**src/rtl/serial_pkg.sv**
```systemverilog
// serial_pkg: state encoding, frame constants and even-parity helper shared by serial rx/tx.
// Rev 1.0
`default_nettype none

package serial_pkg;

   localparam int MAX_DATA_W = 16;
   localparam int DEF_DATA_W = 8;
   localparam int FRAME_BITS = DEF_DATA_W + 3;

   typedef enum logic [2:0] {
      IDLE      = 3'd0,
      START     = 3'd1,
      DATA      = 3'd2,
      PARITY    = 3'd3,
      STOP      = 3'd4,
      WAIT_IDLE = 3'd5
   } state_t;

   // Parity bit value that makes the total count of ones even.
   function automatic logic even_parity(input logic [MAX_DATA_W-1:0] d);
      return ^d;
   endfunction

endpackage

`default_nettype wire

```
**src/rtl/serial_frame_rx_if.sv**
```systemverilog
// serial_frame_rx_if: serial line input and parallel byte/status outputs of the receiver.
// Rev 1.0
`default_nettype none

interface serial_frame_rx_if #(
   parameter int DATA_W = 8
);
   logic              rx_i;
   logic [DATA_W-1:0] data_o;
   logic              valid_o;
   logic              parity_err_o;
   logic              frame_err_o;
   logic              busy_o;

   modport master (
      output rx_i,
      input  data_o, valid_o, parity_err_o, frame_err_o, busy_o
   );

   modport slave (
      input  rx_i,
      output data_o, valid_o, parity_err_o, frame_err_o, busy_o
   );
endinterface

`default_nettype wire

```
**src/rtl/serial_frame_rx_sync2.sv**
```systemverilog
// sync2: two-flop synchronizer with configurable reset value.
// Rev 1.0
`default_nettype none

module sync2 #(
   parameter logic RST_VAL = 1'b1
) (
   input  logic clk,
   input  logic rst,
   input  logic i_d,
   output logic o_q
);
   logic r_meta;
   logic r_sync;

   always_ff @(posedge clk or posedge rst) begin
      if (rst) begin
         r_meta <= RST_VAL;
         r_sync <= RST_VAL;
      end else begin
         r_meta <= i_d;
         r_sync <= r_meta;
      end
   end

   assign o_q = r_sync;
endmodule

`default_nettype wire

```
**src/rtl/serial_frame_rx.sv**
```systemverilog
// serial_frame_rx: oversampling receiver for start/DATA_W LSB-first/even-parity/stop frames.
// Rev 1.0
`default_nettype none

module serial_frame_rx
   import serial_pkg::*;
#(
   parameter int DATA_W = 8,
   parameter int OVS    = 4
) (
   input  logic              clk,
   input  logic              rst,
   serial_frame_rx_if.slave  bus
);
   localparam int PH_W  = $clog2(OVS);
   localparam int IDX_W = (DATA_W > 1) ? $clog2(DATA_W) : 1;

   localparam logic [PH_W-1:0]  c_PH_HALF  = PH_W'(OVS/2 - 1);
   localparam logic [PH_W-1:0]  c_PH_FULL  = PH_W'(OVS - 1);
   localparam logic [IDX_W-1:0] c_IDX_LAST = IDX_W'(DATA_W - 1);

   logic w_rxs;

   state_t             r_state,  w_state;
   logic [PH_W-1:0]    r_phase,  w_phase;
   logic [IDX_W-1:0]   r_idx,    w_idx;
   logic [DATA_W-1:0]  r_shift,  w_shift;
   logic               r_perr,   w_perr;
   logic [DATA_W-1:0]  r_data,   w_data;
   logic               r_valid,  w_valid;
   logic               r_pe,     w_pe;
   logic               r_fe,     w_fe;
   logic               w_tick;

   sync2 #(.RST_VAL(1'b1)) u_sync (
      .clk (clk),
      .rst (rst),
      .i_d (bus.rx_i),
      .o_q (w_rxs)
   );

   always_ff @(posedge clk or posedge rst) begin
      if (rst) begin
         r_state <= IDLE;
         r_phase <= '0;
         r_idx   <= '0;
         r_shift <= '0;
         r_perr  <= 1'b0;
         r_data  <= '0;
         r_valid <= 1'b0;
         r_pe    <= 1'b0;
         r_fe    <= 1'b0;
      end else begin
         r_state <= w_state;
         r_phase <= w_phase;
         r_idx   <= w_idx;
         r_shift <= w_shift;
         r_perr  <= w_perr;
         r_data  <= w_data;
         r_valid <= w_valid;
         r_pe    <= w_pe;
         r_fe    <= w_fe;
      end
   end

   assign w_tick = (r_phase == '0);

   always_comb begin
      w_state = r_state;
      w_phase = r_phase;
      w_idx   = r_idx;
      w_shift = r_shift;
      w_perr  = r_perr;
      w_data  = r_data;
      w_valid = 1'b0;
      w_pe    = 1'b0;
      w_fe    = 1'b0;

      case (r_state)
         IDLE: begin
            if (!w_rxs) begin
               w_state = START;
               w_phase = c_PH_HALF;
            end
         end
         START: begin
            if (!w_tick) begin
               w_phase = r_phase - PH_W'(1);
            end else if (w_rxs) begin
               w_state = IDLE;
            end else begin
               w_state = DATA;
               w_phase = c_PH_FULL;
               w_idx   = '0;
            end
         end
         DATA: begin
            if (!w_tick) begin
               w_phase = r_phase - PH_W'(1);
            end else begin
               w_shift[r_idx] = w_rxs;
               w_phase        = c_PH_FULL;
               if (r_idx == c_IDX_LAST) begin
                  w_state = PARITY;
               end else begin
                  w_idx = r_idx + IDX_W'(1);
               end
            end
         end
         PARITY: begin
            if (!w_tick) begin
               w_phase = r_phase - PH_W'(1);
            end else begin
               w_perr  = even_parity(MAX_DATA_W'(r_shift)) ^ w_rxs;
               w_phase = c_PH_FULL;
               w_state = STOP;
            end
         end
         STOP: begin
            if (!w_tick) begin
               w_phase = r_phase - PH_W'(1);
            end else if (w_rxs) begin
               w_state = IDLE;
               if (r_perr) begin
                  w_pe = 1'b1;
               end else begin
                  w_valid = 1'b1;
                  w_data  = r_shift;
               end
            end else begin
               // A low stop bit outranks any parity result and parks until the line idles.
               w_fe    = 1'b1;
               w_state = WAIT_IDLE;
            end
         end
         WAIT_IDLE: begin
            if (w_rxs) begin
               w_state = IDLE;
            end
         end
         default: begin
            w_state = IDLE;
         end
      endcase
   end

   assign bus.data_o       = r_data;
   assign bus.valid_o      = r_valid;
   assign bus.parity_err_o = r_pe;
   assign bus.frame_err_o  = r_fe;
   assign bus.busy_o       = (r_state != IDLE);
endmodule

`default_nettype wire
```
**src/flat_wrapper.sv**
```systemverilog
// flat-port wrapper written by rule: the top's interface ports become plain ports
module serial_frame_rx_flat import serial_pkg::*;
#(
   parameter int DATA_W = 8,
   parameter int OVS    = 4
)
  (clk, rst, bus_rx_i, bus_data_o, bus_valid_o, bus_parity_err_o, bus_frame_err_o, bus_busy_o);
  serial_frame_rx_if #(.DATA_W(DATA_W)) bus_i ();
  input  logic clk;
  input  logic rst;
  input wire logic [$bits(bus_i.rx_i)-1:0] bus_rx_i;
  output wire logic [$bits(bus_i.data_o)-1:0] bus_data_o;
  output wire logic [$bits(bus_i.valid_o)-1:0] bus_valid_o;
  output wire logic [$bits(bus_i.parity_err_o)-1:0] bus_parity_err_o;
  output wire logic [$bits(bus_i.frame_err_o)-1:0] bus_frame_err_o;
  output wire logic [$bits(bus_i.busy_o)-1:0] bus_busy_o;
  assign bus_i.rx_i = bus_rx_i;
  assign bus_data_o = bus_i.data_o;
  assign bus_valid_o = bus_i.valid_o;
  assign bus_parity_err_o = bus_i.parity_err_o;
  assign bus_frame_err_o = bus_i.frame_err_o;
  assign bus_busy_o = bus_i.busy_o;
  serial_frame_rx #(.DATA_W(DATA_W), .OVS(OVS)) u_core (.clk(clk), .rst(rst), .bus(bus_i));
endmodule
```
**config.mk**
```make
export PLATFORM = sky130hd
export DESIGN_NAME = serial_frame_rx_flat
export DESIGN_NICKNAME = d
export VERILOG_FILES = /design/src/rtl/serial_pkg.sv /design/src/rtl/serial_frame_rx_if.sv /design/src/rtl/serial_frame_rx_sync2.sv /design/src/rtl/serial_frame_rx.sv /design/src/flat_wrapper.sv
export SDC_FILE = /design/constraint.sdc
export NUM_CORES = 1
export LEC_CHECK = 0
export ABC_AREA = 1
export CELL_PAD_IN_SITES_DETAIL_PLACEMENT = 2
export CELL_PAD_IN_SITES_GLOBAL_PLACEMENT = 2
export CORE_UTILIZATION = 33
export CTS_CLUSTER_SIZE = 30
export DETAILED_ROUTE_END_ITERATION = 16
export PLACE_DENSITY_LB_ADDON = 0.1
export SETUP_SLACK_MARGIN = 0.1
export SYNTH_ARGS = -nofsm -noshare
export SYNTH_HDL_FRONTEND = slang
export SYNTH_HIERARCHICAL = 1
export SYNTH_SLANG_ARGS = --single-unit
```
**constraint.sdc**
```tcl
create_clock -name clk -period 1.8 [get_ports clk]
set_input_delay 0.36 -clock clk [delete_from_list [all_inputs] [get_ports clk]]
set_output_delay 0.36 -clock clk [all_outputs]
set_load 0.1 [all_outputs]
```
; ---- Word-level counts from Yosys, hierarchy flattened
; Index checks and enable logic that the tools add are counted.
[classes]
addsub = 2
magnitude_cmp = 2
eq_ne = 17
n_mux = 35
bitwise_logic = 2
n_reduce_logical = 14
[op_table]
columns = op, count
row1 = 3-bit 2-to-1 mux, 12
row2 = 3-bit case mux with 6 select lines, 1
row3 = 16-bit parity, 1
row4 = 1-bit 2-to-1 mux, 12
row5 = 2-bit 2-to-1 mux, 6
row6 = 2-bit by 1-bit inequality test with 1-bit output (second input constant), 5
row7 = 2-bit inequality test (second input constant), 5
row8 = 3-bit equality test (second input constant), 3
row9 = 8-bit bitwise mux, 1
row10 = 2-bit case mux with 4 select lines, 1
row11 = 4-bit AND reduction, 2
row12 = 7-bit AND reduction, 1
row13 = 3-bit by 2-bit equality test with 1-bit output (second input constant), 2
row14 = 3-bit case mux with 2 select lines, 1
row15 = 5-bit AND reduction, 1
row16 = 3-bit by 4-bit < comparator with 1-bit output (second input constant), 1
row17 = 2-bit AND reduction, 2
row18 = 4-bit nonzero test, 1
row19 = 3-bit by 1-bit adder with 3-bit output (second input constant), 1
row20 = 1-bit demux with 3-bit select, 1
row21 = 3-bit by 1-bit equality test with 1-bit output (second input constant), 1
row22 = 3-bit by 1-bit greater-or-equal comparator with 1-bit output (second input constant), 1
row23 = 3-bit zero test, 1
row24 = 3-bit inequality test (second input constant), 1
row25 = 8 further kinds, 8
[totals]
register_bits = 30
output_inout_bits = 12
word_cells = 83

; ---- Logic depth before layout (Yosys ltp)
; Gate-level depths: netlist of run 1.
[logic_depth]
word_depth = 5
mapped_depth = 9
mapped_depth_nobuf = 9

; ---- Modules after synthesis
; Netlist of run 1, hierarchy kept.
[modules_own_cells]
columns = module, instances, cells_per_inst, area_each_um2, seq_area_each_um2
row1 = serial_frame_rx, 1, 193, 1512.7, 700.7
row2 = sync2, 1, 3, 56.3, 52.6

; ---- Worst setup path before layout of run 1
; Ideal clock, no wire load.
[synth_timing]
path_kind = register -> output
startpoint = register u_core.r_state[2]
endpoint = output bus_busy_o
t_arrival_ps = 1199
slack_ps = 241
path_stages_with_launch = 3
path_buffers = 0
cell_sequence = dfrtp_1 -> inv_2 -> nand2_1
[synth_between]
elab_chain_len = 1
[synth_lines]
columns = item, line_no
row1 = start: declaration, serial_frame_rx.sv:24  ; state_t r_state, w_state;
row2 = start signal: assignment, serial_frame_rx.sv:54  ; r_state <= w_state;
row3 = 3-bit nonzero test, serial_frame_rx.sv:151  ; assign bus.busy_o = (r_state != IDLE);
row4 = end: declaration, flat_wrapper.sv:16  ; output wire logic [$bits(bus_i.busy_o)-1:0] bus_busy_o;
; Every way passes these cells.

; ---- Final worst setup path of run 1
[layout_timing]
startpoint = register u_core.r_state[0]
endpoint = output bus_busy_o
; The elaborated chain is that of the path after synthesis.

==> flow_summary.yaml, run 1 <==
run_status:
  status: "completed"
critical_path:
  required_ns: 1.44
  setup.worst_path.class: "reg2out"
  start_kind: "flop"
  reg2regPathDepth: 7
  crit_slowest_cell: "dfrtp_2"
  worstPathCellList: "nor2_4, nand2_1, buf_12"
  r2r-end: "u_core/bus.data_o[0]"
  max_stage_delay_ns: 0.50
  path_max_fanout: 9
  r2r_start: "u_core/r_phase[0]"
  reg2reg_setup_slack_ns: 0.22
  crit_path_end_kind: "output pin"
  crit_arrival_ns: 1.26
synthesis:
  syn_area_per_cell_um2: 8.01
  ys_ff_latch: 30
  syn_area_um2: 1570
  syn_nets: 202
  ys_warn_count: 6
  synth_cell_type_count: 25
  synthCells: 196
  seq_area_frac_synth_pct: 48.0
timing:
  rsz0062_at_grt: "no"
  setup_slack_ns: 0.177
  layout_min_cycle_time_ns: 1.62
  period_share_pct: 90.1
  setup_viol: 0
  fmax_mhz: 616
  tightest_slew_ns: 0.374
  slew_viol_final: 0
  hold_violations: 0
  setup_tns_ns: 0
  skew_ns: 0.00785
  relSlewSlack_pct: 75.1
  hold_slack_ns: 0.358
die:
  die_h_um: 71.0
  start_util_pct: 35.1
  coreArea_um2: 4470
  core.rowCount: 24
  die_x_um: 71.0
  fp.dieArea_um2: 5030
  ios: 15
clock_network:
  cts_buffer_depth: 2
  cts_root_buf: "clkbuf_8"
  cts_tree: "done"
  htree_num_levels: 2
  cts_buffers: 5
  hold_buffers: 0
  insertion_delay_ns: 0.28
  clk_pin_slew_ns: 0.07
  clock_sinks: 30
placed_design:
  hpwl_um: 3220
  dp_cells: 261
  port-buffer-count: 14
  dp_slack_ns: 0.0745
  gp_congestion: 0.806
  post_dp_cell_area_um2: 1880
power_and_ir_drop:
  vdd_drop_max_uv: 575
  p_leak_nw: 0.947
  p_total_mw: 2.69
  pwr_density_cell_nw_per_um2: 1340
detailed_routing:
  routed_via_density: 4.92
  first_pass_iters: 6
  ant_nets: 0
  dr.first_iter.drc_count: 33
  routed_wl_um: 4130
  via_count: 1337
  post_drt_wl_per_cell_um: 15.2
  drc: 0
cells_and_area:
  nNetsFinal: 225
  layout_common_cells: "nand2_1 (64), dfrtp_1 (25), inv_1 (20)"
  final_util_pct: 44.9
  finalInstanceArea_um2: 2010
  final_common_cell: "nand2_1"
  drive_gt1_share_pct: 22.3
  syn_to_final_growth_pct: 27.9
  layoutNonFillerInstCount: 272
  antenna_cells: 0
grt:
  antenna_found_initial: 0
  grt_pass1_wl_um: 7290
  grt_overflow: 0
  grt_max_degree: 29
  grt_pass1_vias: 1491
  grt_usage_pct: 18.9
flow_run:
  max_cap_viol_count: 0
hold_path:
  whs_path_depth: 0
  hp-class: "reg2reg"
  min_to: "u_core/u_sync/o_q"
  worstHoldStart: "u_core/u_sync/r_meta"
## metal layers
metal / vias up / track usage (%) / wire (um)
li1: 663 / - / -
met1: 648 / 23.9 / 1930
met2: 19 / 31.8 / 2020
met3: 7 / 4.56 / 118
met4: 0 / 6.67 / 55
met5: - / 0 / 0
## cell usage after synthesis
cell type	n	area [um2]
ha_1	3	37.5
inv_1	21	78.8
inv_2	2	7.51
buf_6	2	22.5
nor2_2	2	12.5
clkinv_1	1	3.75
nor2_1	13	48.8
xnor2_1	2	17.5
nor2_4	2	22.5
nor3_1	5	25.0
o211ai_1	1	7.51
xor2_1	1	8.76
nand2_2	2	12.5
o21ai_1	3	15.0
o21ai_2	7	61.3
nand3_1	14	70.1
nand2_1	64	240
o21ai_0	15	75.1
a21oi_1	2	10.0
nand2_4	1	11.3
dfstp_2	2	52.6
buf_2	1	5.00
nor3_4	1	16.3
dfrtp_1	28	701
nand4_1	1	6.26
## worst max-delay path by stage
stage | startpoint | endpoint | slack [ns] | cells after the start
6_report | u_core/r_state[0] | bus_busy_o | 0.18 | 3
5_1_grt | u_core/r_state[2] | u_core/r_shift[5] | 0.11 | 8
4_1_cts | u_core/r_state[1] | bus_busy_o | 0.13 | 3
3_5_place_dp | u_core/r_phase[0] | u_core/r_state[0] | 0.07 | 7
3_3_place_gp | u_core/r_phase[0] | u_core/bus.data_o[1] | 0.28 | 7
2_1_floorplan | u_core/r_state[2] | bus_busy_o | 0.24 | 2
## cell families (layout without fill, tap and decap cells)
logic type	after synthesis	count (layout)	share of synthesized area (%)
buffers and inverters	27	51	7.50
and+or+nand+nor	105	105	29.7
xor gates and xnor gates	3	3	1.67
adders and majority gates	3	3	2.39
AOI/OAI and AO/OA	28	28	10.8
DFF	30	30	48.0
## flip-flops by register name, summed over array words and instances (netlist names)
register                 cells
u_core/r_idx                 3
u_core/bus.valid_o           1
u_core/r_phase               2
u_core/r_perr                1
u_core/bus.parity_err_o      1
u_core/u_sync/r_meta         1
u_core/bus.frame_err_o       1
u_core/r_state               3
u_core/u_sync/o_q            1
u_core/bus.data_o            8
u_core/r_shift               8
## repair_timing
action,4_1_cts,5_1_grt
setup buffers,0,3
pin swaps,0,1
resized for setup,2,5
endpoints found under the setup margin,3,13
## power breakdown
group	internal (mW)	switching [mW]	leakage [nW]
Clock	0.308	0.248	0.0482
Combinational	0.414	0.778	0.502
Sequential	0.784	0.153	0.397
## critical path: cells and delay by family, from the launching register on
kind                   cells  cell delay, ns
AND/OR/NAND/NOR            2            0.30
buffers and inverters      1            0.18
flip-flops                 1            0.50
## final cells by class
type / instances / area, um2
Clock buffer: 7 / 86.3
Clock inverter: 1 / 5.00
Fill cell: 516 / 2470
Inverter: 24 / 90.1
Multi-Input combinational cell: 139 / 706
Sequential cell: 30 / 757
Tap cell: 52 / 65.1
Timing Repair Buffer: 19 / 298
(Power assumes the default switching activity.)
==> inputs of run 2 (changes only) <==
CORE_UTILIZATION = 36   (was 33)
clock period = 1.97 ns   (was 1.8 ns; I/O delays follow)
==> run 2 against run 1 <==
  * Clock skew up 0.0035 ns
  * Total power shrank 13%
  * Sequential cell count unchanged
  * Non-clock buffer count fell by 4
  * Hold slack improved by 0.0050 ns
  * Die area fell by 8.1%
  * Utilization down 0.090 points
  * Register-to-register slack better by 0.08 ns
  * Clock-buffer cell count decreased by 1
  * Sequential power fell by 10%
  * Clock power fell by 7.6%
  * Critical endpoint unchanged
  * Highest routed layer unchanged
==> flow_summary.yaml, run 2 (synthesis gave the netlist of run 1 again) <==
detailed_routing:
  ant_nets: 0
  routed_wl_um: 4170
  drc: 0
  via_count: 1351
  post_drt_wl_per_cell_um: 15.7
  first_pass_iters: 4
  dr.first_iter.drc_count: 42
  routed_via_density: 5.08
power_and_ir_drop:
  vdd_drop_max_uv: 485
  p_leak_nw: 0.902
  p_total_mw: 2.35
  pwr_density_cell_nw_per_um2: 1280
cells_and_area:
  drive_gt1_share_pct: 18.5
  layout_common_cells: "nand2_1 (64), dfrtp_1 (28), inv_1 (21)"
  regArea_um2: 753
  final_common_cell: "nand2_1"
  multiInputGateArea_um2: 698
  syn_to_final_growth_pct: 16.6
  antenna_cells: 0
  finalInstanceArea_um2: 1830
  nNetsFinal: 221
  filler_cell_count: 479
  layoutNonFillerInstCount: 266
timing:
  setup_viol: 0
  period_share_pct: 89.0
  tightest_slew_ns: 0.393
  relSlewSlack_pct: 73.8
  fmax_mhz: 571
  layout_min_cycle_time_ns: 1.75
  slew_viol_final: 0
  hold_violations: 0
  setup_tns_ns: 0
  skew_ns: 0.0114
  rsz0062_at_grt: "no"
grt:
  grt.met1_usage_pct: 25.3
  grt_pass1_wl_um: 7040
  grt.busiest_layer: "met2"
  grt_usage_pct: 21.4
  grt_pass1_vias: 1505
  grt_overflow: 0
  use_met3_pct: 5.00
  antenna_found_initial: 0
  met2_usage_pct: 37.3
  grt_max_degree: 29
clock_network:
  cts_setup_buffers: 0
  cts_buffers: 5
  insertion_delay_ns: 0.29
  htree_num_levels: 2
  cts_resized: 0
  hold_buffers: 0
  cts_buffer_depth: 2
  cts_tree: "done"
  clock_sinks: 30
  cts_root_buf: "clkbuf_8"
  clk_pin_slew_ns: 0.07
die:
  die_x_um: 68.0
  ios: 15
  core.rowCount: 23
  start_util_pct: 38.4
  coreArea_um2: 4090
  fp.dieArea_um2: 4630
  die_h_um: 68.0
critical_path:
  path_max_fanout: 9
  max_stage_delay_ns: 0.52
  crit_path_end_kind: "output pin"
  start_kind: "flop"
  crit_arrival_ns: 1.36
  crit_slowest_cell: "dfrtp_1"
  setup.worst_path.class: "reg2out"
  worstPathCellList: "nor2_4, nand2_1, buf_12"
  required_ns: 1.58
placed_design:
  post_dp_cell_area_um2: 1730
  dp_cells: 258
  port-buffer-count: 14
  hpwl_um: 3300
  gp_congestion: 0.857
hold_path:
  hp-class: "reg2reg"
flow_run:
  max_cap_viol_count: 0
run_status:
  status: "completed"
## run 2: changes by cell type in the layout (fill, tap and decap cells not counted)
cell	delta
o21ai_0	+1
inv_1	+1
ha_2	-1
inv_2	-1
dfrtp_1	+3
buf_12	-11
ha_1	+1
nor3_2	-1
clkinvlp_4	+1
clkbuf_1	-1
nor3_1	+1
o21ai_1	-1
dfrtp_2	-3
buf_4	+7
## run 2: worst max-delay path, delay by kind of cell, from the launching register on
family,cells,cell delay [ns]
buf+inv,1,0.18
flops,1,0.52
simple gates,2,0.36
## run 2: path summary, 6_finish.rpt
check	startpoint	cells past startpoint	slack, ns	end
hold reg to reg	u_core/u_sync/r_meta	0	0.36	u_core/u_sync/o_q
setup reg to reg	u_core/r_idx[1]	7	0.30	u_core/r_state[0]
setup / recovery	u_core/r_state[0]	3	0.22	bus_busy_o
min in group asynchronous	rst	2	0.49	u_core/u_sync/o_q
hold / removal	u_core/u_sync/r_meta	0	0.36	u_core/u_sync/o_q
max in group asynchronous	rst	3	1.14	u_core/r_phase[1]
## run 2: layout make-up
cell class,instances,area share (%)
flip-flops and latches,30,41.2
multi-input cells,139,38.2
repair buffers,15,7.11
inverters,24,4.92
clock buffers,6,4.51
well taps,50,3.42
clock inverters,2,0.684
## run 2: metal layers
| layer | share of wire, % | up-vias |
|---|---|---|
| met5 | 0 | - |
| met4 | 1.2 | 0 |
| met2 | 51 | 21 |
| li1 | - | 656 |
| met1 | 45 | 669 |
| met3 | 3.3 | 5 |
## run 2: through the flow
stage	hold WS, ns	utilization [%]	setup slack, ns
floorplan	0.306	-	0.377
detailed placement	0.356	42.4	0.291
CTS	0.370	44.8	0.208
global route	0.380	44.8	0.105
global placement	0.350	42.4	0.429
finish	0.363	44.8	0.218
## run 2: power breakdown
group          switching (mW)  internal (mW)
combinational           0.698          0.292
sequential              0.130          0.712
clock                   0.234          0.280
==> inputs of run 3 (changes only) <==
CORE_ASPECT_RATIO = 1.4   (was unset)
==> run 3 against run 2 <==
  * Routed wire length down 7.6%
  * Sequential cell count unchanged
  * Design area decreased by 0.55%
  * Hold slack got worse by 0.0048 ns
  * Combinational power decreased by 1%
  * Via count shrank 1.7%
  * Critical path depth is the same
  * Clock-buffer cell count is 1 higher
  * The run now ends with design-rule violations left
==> flow_summary.yaml, run 3 (synthesis gave the netlist of run 1 again) <==
timing:
  hold_slack_ns: 0.359
  hold_violations: 0
  rsz0062_at_grt: "no"
  setup_tns_ns: 0
  slew_viol_final: 0
  setup_viol: 0
  period_share_pct: 86.7
  fmax_mhz: 586
  tightest_slew_ns: 0.362
  layout_min_cycle_time_ns: 1.71
  relSlewSlack_pct: 75.6
  skew_ns: 0.00458
cells_and_area:
  layout_common_cells: "nand2_1 (64), dfrtp_1 (28), inv_1 (21)"
  antenna_cells: 0
  final_common_cell: "nand2_1"
  drive_gt1_share_pct: 18.1
  nNetsFinal: 221
  filler_cell_count: 509
  syn_to_final_growth_pct: 15.9
detailed_routing:
  via_count: 1328
  first_pass_iters: 10
  routed_via_density: 5.09
  drc: 3
  dr.first_iter.drc_count: 26
  post_drt_wl_per_cell_um: 14.8
  ant_nets: 0
  routed_wl_um: 3860
die:
  ios: 15
  start_util_pct: 37.3
  fp.dieArea_um2: 4630
  core.rowCount: 28
  coreArea_um2: 4200
  die_x_um: 57.8
  die_h_um: 80.1
run_status:
  violations: "design-rule violations"
  status: "complete, but fails checks"
critical_path:
  crit_slowest_cell: "dfrtp_1"
  path_max_fanout: 9
  crit_family: "flip-flops"
  start_kind: "flop"
  crit_arrival_ns: 1.31
  required_ns: 1.58
  max_stage_delay_ns: 0.50
  setup.worst_path.class: "reg2out"
  crit_path_end_kind: "output pin"
  cp_num_buf_inv: 1
  worstPathCellList: "nor2_4, nand2_1, buf_12"
  reg2reg_setup_slack_ns: 0.30
placed_design:
  gp_congestion: 0.793
  port-buffer-count: 14
  hpwl_um: 3110
clock_network:
  clock_sinks: 30
  cts_tree: "done"
  clk_pin_slew_ns: 0.06
  cts_setup_buffers: 0
  cts_resized: 0
  cts_root_buf: "clkbuf_8"
  cts_buffer_depth: 2
  htree_num_levels: 2
  cts_buffers: 5
  hold_buffers: 0
  insertion_delay_ns: 0.27
power_and_ir_drop:
  p_leak_nw: 0.903
  vdd_drop_max_uv: 979
  pwr_density_cell_nw_per_um2: 1270
  p_total_mw: 2.31
grt:
  grt_usage_pct: 18.9
  grt_max_degree: 29
  grt_pass1_wl_um: 6560
  grt_overflow: 0
  antenna_found_initial: 0
  grt_pass1_vias: 1466
hold_path:
  hp-class: "reg2reg"
flow_run:
  max_cap_viol_count: 0
## run 3: changes by cell type in the layout (fill, tap and decap cells not counted)
cell        delta
clkbuf_1       +1
clkinvlp_4     -1
## run 3: layout make-up
class / instances / area [um2] / share of cell area, %
inverters: 24 / 90.1 / 4.95
multi-input cells: 139 / 698 / 38.4
clock buffers: 7 / 86.3 / 4.75
flip-flops and latches: 30 / 753 / 41.4
repair buffers: 15 / 130 / 7.15
clock inverters: 1 / 5.00 / 0.275
well taps: 45 / 56.3 / 3.09
## run 3: final timing paths
path                                        end                  from  cells after the start
max                                  bus_busy_o     u_core/r_state[0]                      3
min                           u_core/u_sync/o_q  u_core/u_sync/r_meta                      0
max reg2reg                   u_core/r_state[1]     u_core/r_phase[0]                      7
min reg2reg                   u_core/u_sync/o_q  u_core/u_sync/r_meta                      0
max in group asynchronous       u_core/r_idx[1]                   rst                      3
min in group asynchronous  u_core/u_sync/r_meta                   rst                      2
## run 3: layer usage
layer  routed length [um]  vias to the layer above  global-route usage, %
li1                     -                      657                      -
met1                 1430                      654                   17.9
met2                 2320                       15                   39.1
met3                   82                        2                   4.03
met4                   21                        0                   5.00
met5                    0                        -                      0
## run 3: stage by stage
stage               cells  area, um2  utilization (%)  worst slack, ns
finish                261       1820             43.3            0.263
global route          261       1820             43.3            0.110
CTS                   261       1820             43.3            0.235
detailed placement    253       1730             41.1            0.281
global placement      253       1730             41.1            0.441
floorplan             196       1570                -            0.377
## run 3: where the power goes
part           leakage (nW)  internal, mW  switching [mW]
logic                 0.453         0.293           0.686
registers             0.402         0.712           0.127
clock network        0.0482         0.281           0.212
total                 0.903          1.29            1.03
==> RTL change: new RTL, settings of run 1 <==
The 6 states of `state_t` get a one-hot encoding in 6 bits.
--- a/src/rtl/serial_pkg.sv
+++ b/src/rtl/serial_pkg.sv
@@ -10,9 +10,9 @@
 
-   typedef enum logic [2:0] {
-      IDLE      = 3'd0,
-      START     = 3'd1,
-      DATA      = 3'd2,
-      PARITY    = 3'd3,
-      STOP      = 3'd4,
-      WAIT_IDLE = 3'd5
+   typedef enum logic [5:0] {
+      IDLE      = 6'b000001,
+      START     = 6'b000010,
+      DATA      = 6'b000100,
+      PARITY    = 6'b001000,
+      STOP      = 6'b010000,
+      WAIT_IDLE = 6'b100000
    } state_t;
Formal check against the unedited RTL: same outputs for any inputs over 10 cycles, from zero or initial values and one cycle with rst high; not proved beyond that.
==> RTL change against run 1 <==
- clock power hardly changed
- final cell count is 15% higher
- critical endpoint unchanged
- largest cell class unchanged
- synthesized cell count is 7.7% higher
- area after synthesis is 13% higher
- wire length is 27% higher
- count of clock-buffer cells in the layout stayed put
- sequential cell count is 3 higher
- total power is 0.40% lower
- setup slack worse by 0.026 ns
- design area is 15% higher
- highest routed layer unchanged
==> RTL change: results (changes against run 1) <==
* Status: finished clean
* Non-Filler Instances at 313 (+15%)
* Total GRT Usage at 20.26% (+1.3 points)
* RR Startpoint: u_core/r_state[0]$_DFFE_PP1P_
* Register area share after synthesis at 46.82% (-1.2 points)
* Net Sw Frac at 43.74% (-0.19 points)
* CP startpoint: u_core/r_state[3]$_DFFE_PP0P_
* FF-to-FF setup slack at 0.20 ns (-0.02 ns)
* Hold WS at 0.3633 ns (+0.004892 ns)
* Leak at 0.001086 uW (+15%)
* CTS resizes at 1 (-1)
* Critical Path Max Stage Delay at 0.43 ns (-0.07 ns)
* Met3 WL post-DR at 94 um (-20%)
* Type of the most critical hold path: flip-flop to flip-flop
* Hold path start: u_core/u_sync/r_meta$_DFF_PP1_
* Post-Synthesis Cells at 211 (+7.7%)
* Post-DP HPWL at 3.937 mm (+22%)
* Worst slew pin tran at 0.4165 ns (+0.04258 ns)
* DRC violation total after the first TritonRoute iteration at 25 (-24%)
* Vias at 1522 (+14%)
* Met1 Wirelength at 2.283 mm (+18%)
* Part of the power in registers at 34.4% (-0.5 points)
* Critical path capture point: bus_busy_o
* Reg2reg path depth at 9 (+2)
* Post-CTS setup buffers at 1 (+1)
* Avg WL per Cell at 16.69 um (+10%)
* Final Power at 2675 uW (-0.40%)
* Placed Cells at 295 (+13%)
* Distinct cells, synth at 32 (+28%)
* RR Endpoint: u_core/r_state[1]$_DFFE_PP0P_
* Layout cells sized above 1 at 24.28% (+2.0 points)
* Cell Area, Placed at 2132 sq um (+13%)
* First drt pass iteration count at 3 (-3)
* H-tree levels at 2 (unchanged)
* Nets@finish at 248 (+10%)
* Syn_nets at 217 (+7.4%)
* Synth top area cells: dfrtp_1 (42%), nand2_1 (10%), inv_1 (5.9%)
* CP Max Fanout at 6 (-3)
* Final Skew at 0.01037 ns (+0.002520 ns)
* Max VDD drop at 507.7 uV (-12%)
* GP Congestion at 0.7997 (-0.82%)
* Synth cell count leaders: nand2_1 (48), dfrtp_1 (30), inv_1 (28), nor2_1 (19), nand3_1 (16)
* DP Worst Slack at 0.1836 ns (+0.1090 ns)
* Slowest CP cell: dfrtp_1
* Vias in the first global route at 1677 (+12%)
[RTL change: logic make-up (layout without fill, tap and decap cells)]
family | Yosys count | after routing | synth area share [%]
AO/OA/AOI/OAI | 32 | 32 | 10.52
XOR/XNOR | 2 | 2 | 0.9889
adder cells (fa/ha/maj) | 3 | 3 | 2.119
buffers and inverters | 34 | 66 | 7.697
flip-flops | 33 | 33 | 46.82
AND/OR/NAND/NOR | 107 | 107 | 31.85
[RTL change: area by class of cell]
type	instances	area, sq um
Clock inverter	1	7.507
Sequential cell	33	829.5
Inverter	31	116.4
Tap cell	70	87.58
Timing Repair Buffer	27	370.4
Clock buffer	7	76.32
Fill cell	603	2834
Multi-Input combinational cell	144	818.3
[RTL change: routing by layer]
| layer | vias to the layer above | GRT usage, % |
|---|---|---|
| li1 | 742 | - |
| met2 | 10 | 36.24 |
| met5 | - | 0 |
| met3 | 4 | 4.552 |
| met4 | 0 | 6.379 |
| met1 | 766 | 24.19 |
